`src/rtl/pipelined_addsub_pkg.sv`:
```
// Shared constants for the pipelined adder/subtractor: default geometry and opcode encoding.
package pipelined_addsub_pkg;

  localparam int unsigned DEF_WIDTH  = 32;
  localparam int unsigned DEF_STAGES = 4;

  typedef enum logic {
    ADD = 1'b0,
    SUB = 1'b1
  } op_e;

endpackage

```
`src/rtl/adder_seg.sv`:
```
// SEG-bit ripple-carry segment built from full-adder cells; exposes the carry into its MSB for overflow.
module adder_seg #(
  parameter int unsigned SEG = 8
) (
  input  logic [SEG-1:0] a,
  input  logic [SEG-1:0] b,
  input  logic           cin,
  output logic [SEG-1:0] s,
  output logic           cout,
  output logic           cmsb
);

  logic [SEG:0] c;

  assign c[0] = cin;

  for (genvar i = 0; i < SEG; i++) begin : g_fa
    assign s[i]   = a[i] ^ b[i] ^ c[i];
    assign c[i+1] = (a[i] & b[i]) | (c[i] & (a[i] ^ b[i]));
  end

  assign cout = c[SEG];
  assign cmsb = c[SEG-1];

endmodule

```
`src/rtl/pipelined_addsub.sv`:
```
// WIDTH-bit add/subtract split into STAGES ripple segments, one per clock, with
// bubble-collapsing valid/ready handshakes on both sides.
module pipelined_addsub
  import pipelined_addsub_pkg::*;
#(
  parameter int unsigned WIDTH  = DEF_WIDTH,
  parameter int unsigned STAGES = DEF_STAGES
) (
  input  logic             clk,
  input  logic             rst_n,
  input  logic             in_valid,
  output logic             in_ready,
  input  logic [WIDTH-1:0] a,
  input  logic [WIDTH-1:0] b,
  input  logic             sub,
  input  logic             cin,
  output logic             out_valid,
  input  logic             out_ready,
  output logic [WIDTH-1:0] z,
  output logic             cout,
  output logic             ovf,
  output logic             zero
);

  localparam int unsigned SEG  = WIDTH / STAGES;
  localparam int unsigned LAST = STAGES - 1;

  if ((WIDTH % STAGES) != 0) begin : g_bad_cfg
    $error("pipelined_addsub: WIDTH (%0d) must be a multiple of STAGES (%0d)", WIDTH, STAGES);
  end

  op_e              op;
  logic [WIDTH-1:0] bb_in;
  logic             c0;

  // Subtraction is a + ~b + ~cin, so cin behaves as an active-high borrow-in.
  assign op    = op_e'(sub);
  assign bb_in = (op == SUB) ? ~b : b;
  assign c0    = (op == SUB) ? ~cin : cin;

  logic [STAGES-1:0]            valid_r;
  logic [STAGES-1:0]            carry_r;
  logic [STAGES-1:0][WIDTH-1:0] a_r;
  logic [STAGES-1:0][WIDTH-1:0] bb_r;
  logic [STAGES-1:0][WIDTH-1:0] sum_r;
  logic                         cmsb_r;
  logic                         zero_r;

  logic [STAGES-1:0]            load;
  logic [STAGES-1:0]            move;
  logic [STAGES-1:0][WIDTH-1:0] a_src;
  logic [STAGES-1:0][WIDTH-1:0] bb_src;
  logic [STAGES-1:0][WIDTH-1:0] sum_src;
  logic [STAGES-1:0][WIDTH-1:0] sum_nxt;
  logic [STAGES-1:0]            c_src;
  logic [STAGES-1:0]            c_out;
  logic [STAGES-1:0]            c_msb;

  // The recursive advance rule flattened: a stage moves unless every stage
  // downstream of it is full and the output is not being taken.
  always_comb begin
    logic blocked;
    blocked = ~out_ready;
    move    = '0;
    for (int unsigned i = 0; i < STAGES; i++) begin
      move[LAST-i] = valid_r[LAST-i] & ~blocked;
      blocked      = blocked & valid_r[LAST-i];
    end
  end

  assign in_ready = ~valid_r[0] | move[0];

  always_comb begin
    load    = '0;
    load[0] = in_valid & in_ready;
    for (int unsigned k = 1; k < STAGES; k++) begin
      load[k] = move[k-1];
    end
  end

  for (genvar k = 0; k < STAGES; k++) begin : g_stage
    logic [SEG-1:0] seg_sum;

    if (k == 0) begin : g_head
      assign a_src[k]   = a;
      assign bb_src[k]  = bb_in;
      assign c_src[k]   = c0;
      assign sum_src[k] = '0;
    end else begin : g_body
      assign a_src[k]   = a_r[k-1];
      assign bb_src[k]  = bb_r[k-1];
      assign c_src[k]   = carry_r[k-1];
      assign sum_src[k] = sum_r[k-1];
    end

    adder_seg #(
      .SEG (SEG)
    ) u_seg (
      .a    (a_src[k][k*SEG +: SEG]),
      .b    (bb_src[k][k*SEG +: SEG]),
      .cin  (c_src[k]),
      .s    (seg_sum),
      .cout (c_out[k]),
      .cmsb (c_msb[k])
    );

    // Bits above the segments already computed are still zero, so OR inserts this one.
    assign sum_nxt[k] = sum_src[k] | (WIDTH'(seg_sum) << (k * SEG));
  end

  always_ff @(posedge clk or negedge rst_n) begin
    if (!rst_n) begin
      valid_r <= '0;
      carry_r <= '0;
      a_r     <= '0;
      bb_r    <= '0;
      sum_r   <= '0;
      cmsb_r  <= 1'b0;
      zero_r  <= 1'b0;
    end else begin
      for (int unsigned k = 0; k < STAGES; k++) begin
        if (load[k]) begin
          valid_r[k] <= 1'b1;
          a_r[k]     <= a_src[k];
          bb_r[k]    <= bb_src[k];
          sum_r[k]   <= sum_nxt[k];
          carry_r[k] <= c_out[k];
        end else if (move[k]) begin
          valid_r[k] <= 1'b0;
        end
      end
      // zero is registered so it reads 0 out of reset rather than reflecting the cleared sum.
      if (load[LAST]) begin
        cmsb_r <= c_msb[LAST];
        zero_r <= (sum_nxt[LAST] == '0);
      end
    end
  end

  assign out_valid = valid_r[LAST];
  assign z         = sum_r[LAST];
  assign cout      = carry_r[LAST];
  assign ovf       = carry_r[LAST] ^ cmsb_r;
  assign zero      = zero_r;

  logic unused;
  assign unused = ^{a_r, bb_r, c_msb};

endmodule

```
`config.mk`:
```
export PLATFORM = sky130hd
export DESIGN_NAME = pipelined_addsub
export DESIGN_NICKNAME = d
export VERILOG_FILES = /design/src/rtl/pipelined_addsub_pkg.sv /design/src/rtl/adder_seg.sv /design/src/rtl/pipelined_addsub.sv
export SDC_FILE = /design/constraint.sdc
export NUM_CORES = 1
export LEC_CHECK = 0
export BUFFER_PORTS_ARGS = -buffer_cell sky130_fd_sc_hd__buf_4
export CAP_MARGIN = 25
export CELL_PAD_IN_SITES_DETAIL_PLACEMENT = 0
export CELL_PAD_IN_SITES_GLOBAL_PLACEMENT = 1
export CORE_MARGIN = 8
export CORE_UTILIZATION = 40
export DETAILED_ROUTE_END_ITERATION = 8
export GPL_ROUTABILITY_DRIVEN = 0
export PLACE_DENSITY = 0.75
export SYNTH_ARGS = -nofsm -noshare
export SYNTH_HDL_FRONTEND = slang
export SYNTH_HIERARCHICAL = 1
export SYNTH_SLANG_ARGS = --single-unit
```
`constraint.sdc`:
```
create_clock -name clk -period 4.84 [get_ports clk]
set_input_delay 0 -clock clk [delete_from_list [all_inputs] [get_ports clk]]
set_output_delay 0 -clock clk [all_outputs]
set_load 0.03 [all_outputs]
```
==> results of run 1 <==
==> stage by stage <==
| step | hold WS (ps) | power (uW) | cell area (um^2) |
|---|---|---|---|
| after floorplan | -296 | 3760 | 8080 |
| after global placement | 141 | 4430 | 9140 |
| after detailed placement | 161 | 4500 | 9140 |
| after CTS | 2.16 | 6010 | 10300 |
| after global routing | 4.10 | 6330 | 10300 |
| final | 11.2 | 5910 | 10300 |
==> flip-flops by register name, indices dropped and copies added (netlist names) <==
register,cells
sum_r,48
zero,1
bb_r,48
carry_r,4
z,32
valid_r,4
cmsb_r,1
a_r,48
==> path summary, 6_finish.rpt <==
| path | start | endpoint | slack [ps] | depth (start not counted) |
|---|---|---|---|---|
| setup / recovery | a_r[88] | zero | 600 | 15 |
| hold / removal | b[11] | bb_r[11] | 10 | 3 |
| setup reg to reg | a_r[88] | zero | 600 | 15 |
| hold reg to reg | a_r[30] | a_r[30] | 490 | 1 |
| max in group asynchronous | rst_n | bb_r[93] | 3420 | 3 |
| min in group asynchronous | rst_n | a_r[21] | 240 | 2 |
==> area by class of cell <==
type / instances / area share (%)
flip-flops and latches: 186 / 45.2
multi-input cells: 271 / 30.5
repair buffers: 166 / 13.6
clock buffers: 19 / 4.40
well taps: 270 / 3.28
clock inverters: 13 / 1.60
inverters: 41 / 1.49
==> per-layer routing <==
| metal | up-vias | track usage, % | wire length, um |
|---|---|---|---|
| li1 | 2075 | - | - |
| met3 | 18 | 3.30 | 639 |
| met5 | - | 0 | 0 |
| met2 | 77 | 22.3 | 7900 |
| met4 | 0 | 5.57 | 282 |
| met1 | 2364 | 17.9 | 7130 |
==> repair_timing <==
action	4_1_cts	5_1_grt
gates resized for setup	0	0
hold buffers	53	0
endpoints found under the hold margin	154	0
setup buffers	0	0
==> worst max-delay path, delay by kind of cell, from the launching register on <==
| kind | cells | cell delay [ps] |
|---|---|---|
| AOI/OAI and AO/OA | 1 | 260 |
| and+or+nand+nor | 2 | 420 |
| DFF | 1 | 400 |
| buffers and inverters | 4 | 280 |
| adders and majority gates | 8 | 2790 |
==> cells in the mapped netlist <==
library cell  instances  area [um^2]
mux2_2              151         1700
buf_2                15         75.1
nand3b_1              1         7.51
o31ai_1               1         7.51
dfrtp_1             186         4650
fa_1                 32          641
nand4_1               2         12.5
clkbuf_1              1         3.75
nor4_1                8         50.1
nand4b_1              1         8.76
buf_4                 2         15.0
mux2_1               30          338
nand2_1               4         15.0
o21ai_2               1         8.76
a21bo_2               1         10.0
buf_6                 4         45.0
xor2_1               34          298
inv_1                41          154
or2_2                 1         6.26
nand2b_1              4         25.0
==> kinds of logic (layout without fill, tap and decap cells) <==
group / Yosys count / count (layout) / share of synthesized area, %
AOI/OAI and AO/OA: 3 / 3 / 0.325
xor gates and xnor gates: 34 / 34 / 3.69
DFF: 186 / 186 / 57.6
adders and majority gates: 32 / 32 / 7.93
buffers and inverters: 63 / 239 / 3.63
muxes: 181 / 181 / 25.2
and+or+nand+nor: 21 / 21 / 1.55
==> power groups by stage <==
stage               Combinational [uW]  Sequential (uW)  Clock (uW)
floorplan                         1050             2710           0
global placement                  1900             2530           0
detailed placement                1950             2560           0
CTS                               1990             2530        1490
global route                      2160             2610        1560
finish                            1950             2520        1440
==> impl_metrics.tcl, run 1 <==
set metrics [dict create \
    status "finished, final reports clean" \
    skew_ps 9.48 \
    p_comb_share_pct 33.0 \
    crit_chain "fa_1 -> inv_1 -> fa_1 -> inv_1 -> fa_1 -> fa_1 -> fa_1 -> fa_1 -> inv_1 -> fa_1 -> inv_1 -> fa_1 -> nor4_1 -> nand4_1 -> o31ai_1" \
    rows 52 \
    synthToLayoutAreaGrowth_pct 27.6 \
    hold_viol_final 0 \
    synth_area_um2 8080 \
    synthesis.nets 622 \
    maxCapViolCount 0 \
    dieArea_um2 25000 \
    power.leakage_uw 0.00461 \
    synth_cell_types 20 \
    n_fill_cell 1725 \
    antenna_found_initial 0 \
    pwr-share-seq_pct 42.6 \
    vias 4534 \
    drc_errors 0 \
    synthCells 520 \
    multi_input_area_um2 3140 \
    htree_levels 4 \
    setup_viol 0 \
    max_freq_ghz 0.236 \
    grt_pass1_wl_mm 26.7 \
    critPathLaunchType "flip-flop" \
    grt_usage_pct 13.9 \
    cts.reportedPaths.clkPinSlew_ps 70 \
    layout_common_cells "dfrtp_1 (186), mux2_2 (151), buf_4 (111)" \
    rsz0062_at_grt "false" \
    drtIter0Drc 153 \
    hold_class "input pin to flip-flop" \
    cts_sinks 186 \
    layout.area.seq_um2 4650 \
    crit_path_frequent_cell "fa_1" \
    cts_made_buffers 17 \
    crit_slowest_cell "fa_1" \
    dp.cells 880 \
    powerDensity_nw_per_um2 574 \
    cts_tree "yes" \
    ir_worst_vdd_v 0.000249 \
    dpl.hpwl_mm 11.1 \
    via_per_inst 4.69 \
    worstPathMaxFanout 2 \
    critPathArrivalTime_ps 4570 \
    avgSynthCellArea_um2 15.5 \
    post-route-util_pct 51.4 \
    setup_tns_ps 0 \
    io_buffers 106 \
    slowest_delay_ps 450 \
    fin_nets 785 \
    wirelength_mm 15.9 \
    cts_root_buf "clkbuf_16" \
    grt_max_degree 102 \
    die_w_um 158 \
    required_ps 5170 \
    end_kind "flip-flop" \
    die_h_um 158 \
    clock_latency_ps 430 \
    drive_gt1_share_pct 43.4 \
    grt_pass1_vias 5146 \
    layout_setup_ws_ps 598 \
    clockBufferDepth 2 \
    p_switching_uw 1920 \
    period_minus_slack_ps 4240 \
    internal_power_uw 3990 \
    seq_area_frac_synth_pct 57.6 \
    core-area_um2 20000 \
    ant_nets 0 \
    fin_cells 966 \
    initial_core_util_pct 40.3 \
    grt.overflow.total 0 \
    crit_type "flip-flop to flip-flop" \
    ys_ff_latch 186 \
    pwr-share-clk_pct 24.4 \
    drt-pass1-iter-count 4 \
    tightestPinTransition_ps 954 \
    maxSlewViolCount 0 \
    final_common_cell "dfrtp_1" \
    post-place-ws_ps 646 \
    slew_headroom_pct 36.1 \
    antenna_cells 0 \
    pin_count 107 \
    wl_per_cell_um 16.5 \
    yosysWarnings 6 \
    swShare_pct 32.6 \
    period_share_pct 87.6 \
]
No activity file was read; power rests on OpenSTA's default activity.
==> run 2: changes to the inputs <==
PLACE_DENSITY = 0.78   (was 0.75)
SETUP_SLACK_MARGIN = 0.3   (was default)
SYNTH_HIERARCHICAL = default   (was 1)
clock period = 3.8 ns   (was 4.84 ns; I/O delays follow)
==> run 2 against run 1 <==
  * Non-clock buffer count grew 3
  * Register-to-register slack lost 550 ps
  * Flip-flop and latch count is the same
  * Hold slack gained 32 ps
  * Die area shrank 0.13%
  * First-iteration DRC count grew 25%
  * Clock-buffer cell count shrank 2
  * Largest power group unchanged
==> impl_metrics.tcl, run 2 <==
set metrics [dict create \
    placed_area_um2 9190 \
    cts_tree "yes" \
    tightestPinTransition_ps 843 \
    slowest_delay_ps 420 \
    wl_met1_mm 7.05 \
    cp.depth 14 \
    cts_sinks 186 \
    max_freq_ghz 0.267 \
    crit_slowest_cell "fa_1" \
    slew_headroom_pct 43.8 \
    die_w_um 158 \
    crit_path_frequent_cell "fa_2" \
    synth.area.top_cells "dfrtp_1 (58%), mux2_2 (20%), fa_1 (7.9%)" \
    io_buffers 106 \
    setup_viol 0 \
    largestRegisters "a_r x48, bb_r x48, sum_r x48" \
    synthCells 526 \
    ys_top_cells_by_count "dfrtp_1 (186), mux2_2 (140), inv_1 (40)" \
    synth_area_um2 8060 \
    clock_latency_ps 430 \
    layout_common_cells "dfrtp_1 (186), mux2_2 (140), buf_4 (111)" \
    layout_setup_ws_ps 49.1 \
    antenna_found_initial 0 \
    cts.reportedPaths.clkPinSlew_ps 70 \
    cts_made_buffers 17 \
    routed-wl-met2_mm 8.72 \
    min_path_cells 3 \
    drtIter0Drc 191 \
    core-area_um2 20000 \
    initial_core_util_pct 40.2 \
    dieArea_um2 25000 \
    ir_worst_vdd_v 0.000337 \
    crit_chain "fa_2 -> fa_2 -> fa_2 -> inv_2 -> fa_1 -> inv_1 -> fa_2 -> fa_2 -> fa_2 -> inv_2 -> fa_1 -> nor4b_2 -> nand4_1 -> o31ai_2" \
    maxSlewViolCount 0 \
    critPathLaunchType "flip-flop" \
    via_per_inst 4.70 \
    ys_ff_latch 186 \
    drt-pass1-iter-count 4 \
    grt_pass1_vias 5109 \
    seq_area_frac_synth_pct 57.7 \
    skew_ps 7.05 \
    critPathBufInv 3 \
    synth_top_cell_area_share_pct 57.7 \
    avgSynthCellArea_um2 15.3 \
    maxCapViolCount 0 \
    htree_levels 4 \
    die_h_um 158 \
    yosysWarnings 0 \
    grt_pass1_wl_mm 26.9 \
    rows 52 \
    synth_edf_count 0 \
    worstPathMaxFanout 2 \
    wl_met3_um 649 \
    powerDensity_nw_per_um2 728 \
    synth_async_sr_flop_share_pct 100 \
    postLayoutCellArea_um2 10400 \
    status "finished, final reports clean" \
    required_ps 4100 \
    ant_nets 0 \
    wl_per_cell_um 17.1 \
    rsz0062_at_grt "true" \
    pin_count 107 \
    final_common_cell "dfrtp_1" \
    antenna_cells 0 \
    synth_top_cell_by_area "dfrtp_1" \
    yosysMostFrequentCell "dfrtp_1" \
    grt.overflow.total 0 \
    synth_cell_types 26 \
    n_fill_cell 1711 \
    cts_root_buf "clkbuf_16" \
    hold_viol_final 0 \
    clockBufferDepth 2 \
    end_kind "flip-flop" \
    period_minus_slack_ps 3750 \
    top_layer "met4" \
    synthesis.nets 628 \
    crit_type "flip-flop to flip-flop" \
    wirelength_mm 16.7 \
    ff2ff_path_depth 14 \
    post-place-ws_ps -129 \
    drc_errors 0 \
    synthFlopType "dfrtp_1" \
    synthToLayoutAreaGrowth_pct 29.0 \
    vias 4582 \
    critPathArrivalTime_ps 4050 \
    drive_gt1_share_pct 47.8 \
    dpl.hpwl_mm 11.7 \
    hold_class "input pin to flip-flop" \
    grt_max_degree 107 \
    crit_family "adder cells" \
    fin_nets 794 \
    power.leakage_uw 0.00459 \
    grt_usage_pct 14.2 \
    fin_hold_ws_ps 43.0 \
    period_share_pct 98.7 \
]
run 2: stage by stage:
stage	utilization [%]	TNS, ps	power (uW)	std cells
CTS	51.6	0	7610	973
floorplan	-	0	4790	526
detailed placement	45.9	-129	5790	886
finish	51.9	0	7580	975
global placement	45.9	0	5660	886
global route	51.9	-81.4	8070	975
run 2: layout make-up:
| cell class | count | area, um^2 | area share (%) |
|---|---|---|---|
| sequential | 186 | 4650 | 44.7 |
| multi-input combinational | 278 | 3240 | 31.1 |
| timing repair buffer | 169 | 1460 | 14.0 |
| clock buffer | 17 | 425 | 4.09 |
| tap | 270 | 338 | 3.25 |
| inverter | 40 | 150 | 1.44 |
| clock inverter | 15 | 143 | 1.37 |
run 2: final timing paths:
path                            startpoint        to  slack, ps
worst max-delay path               a_r[88]      zero         50
worst min-delay path                 b[27]  bb_r[27]         40
worst max register to register     a_r[88]      zero         50
worst min register to register     a_r[21]   a_r[21]        490
max in group asynchronous            rst_n      z[3]       2610
min in group asynchronous            rst_n   a_r[23]        240
run 2: power breakdown:
group | internal (uW) | leakage [uW] | total (uW) | switching [uW]
Combinational | 1370 | 0.00216 | 2630 | 1260
Sequential | 2720 | 0.00217 | 3260 | 533
Clock | 914 | 0.000268 | 1690 | 775
run 2: cells by family (layout without fill, tap and decap cells):
group | after synthesis | count (layout) | share of synthesized area, %
flip-flops | 186 | 186 | 57.7
multiplexers | 175 | 175 | 24.3
buffers and inverters | 62 | 241 | 3.63
XOR/XNOR | 34 | 34 | 3.69
adder cells (fa/ha/maj) | 32 | 32 | 7.94
AND/OR/NAND/NOR | 22 | 22 | 1.74
AO/OA/AOI/OAI | 15 | 15 | 1.02
run 2: metal layers:
metal | vias up | GRT usage (%)
li1 | 2103 | -
met1 | 2392 | 17.0
met2 | 71 | 24.8
met3 | 16 | 3.63
met4 | 0 | 4.58
met5 | - | 0
run 2: timing repair:
action,in CTS,in global routing
setup buffers,2,1
setup endpoints to repair,4,5
pin swaps,8,14
resized for setup,10,21
hold buffers,53,0
hold endpoints to repair,161,0
run 2: worst reg2reg max path, stage by stage, from the launching register on:
cell	delay (ps)
dfrtp_1	410
fa_2	400
fa_2	340
fa_2	340
inv_2	60
fa_1	160
inv_1	60
fa_2	330
fa_2	340
fa_2	340
inv_2	70
fa_1	420
nor4b_2	170
nand4_1	120
o31ai_2	70
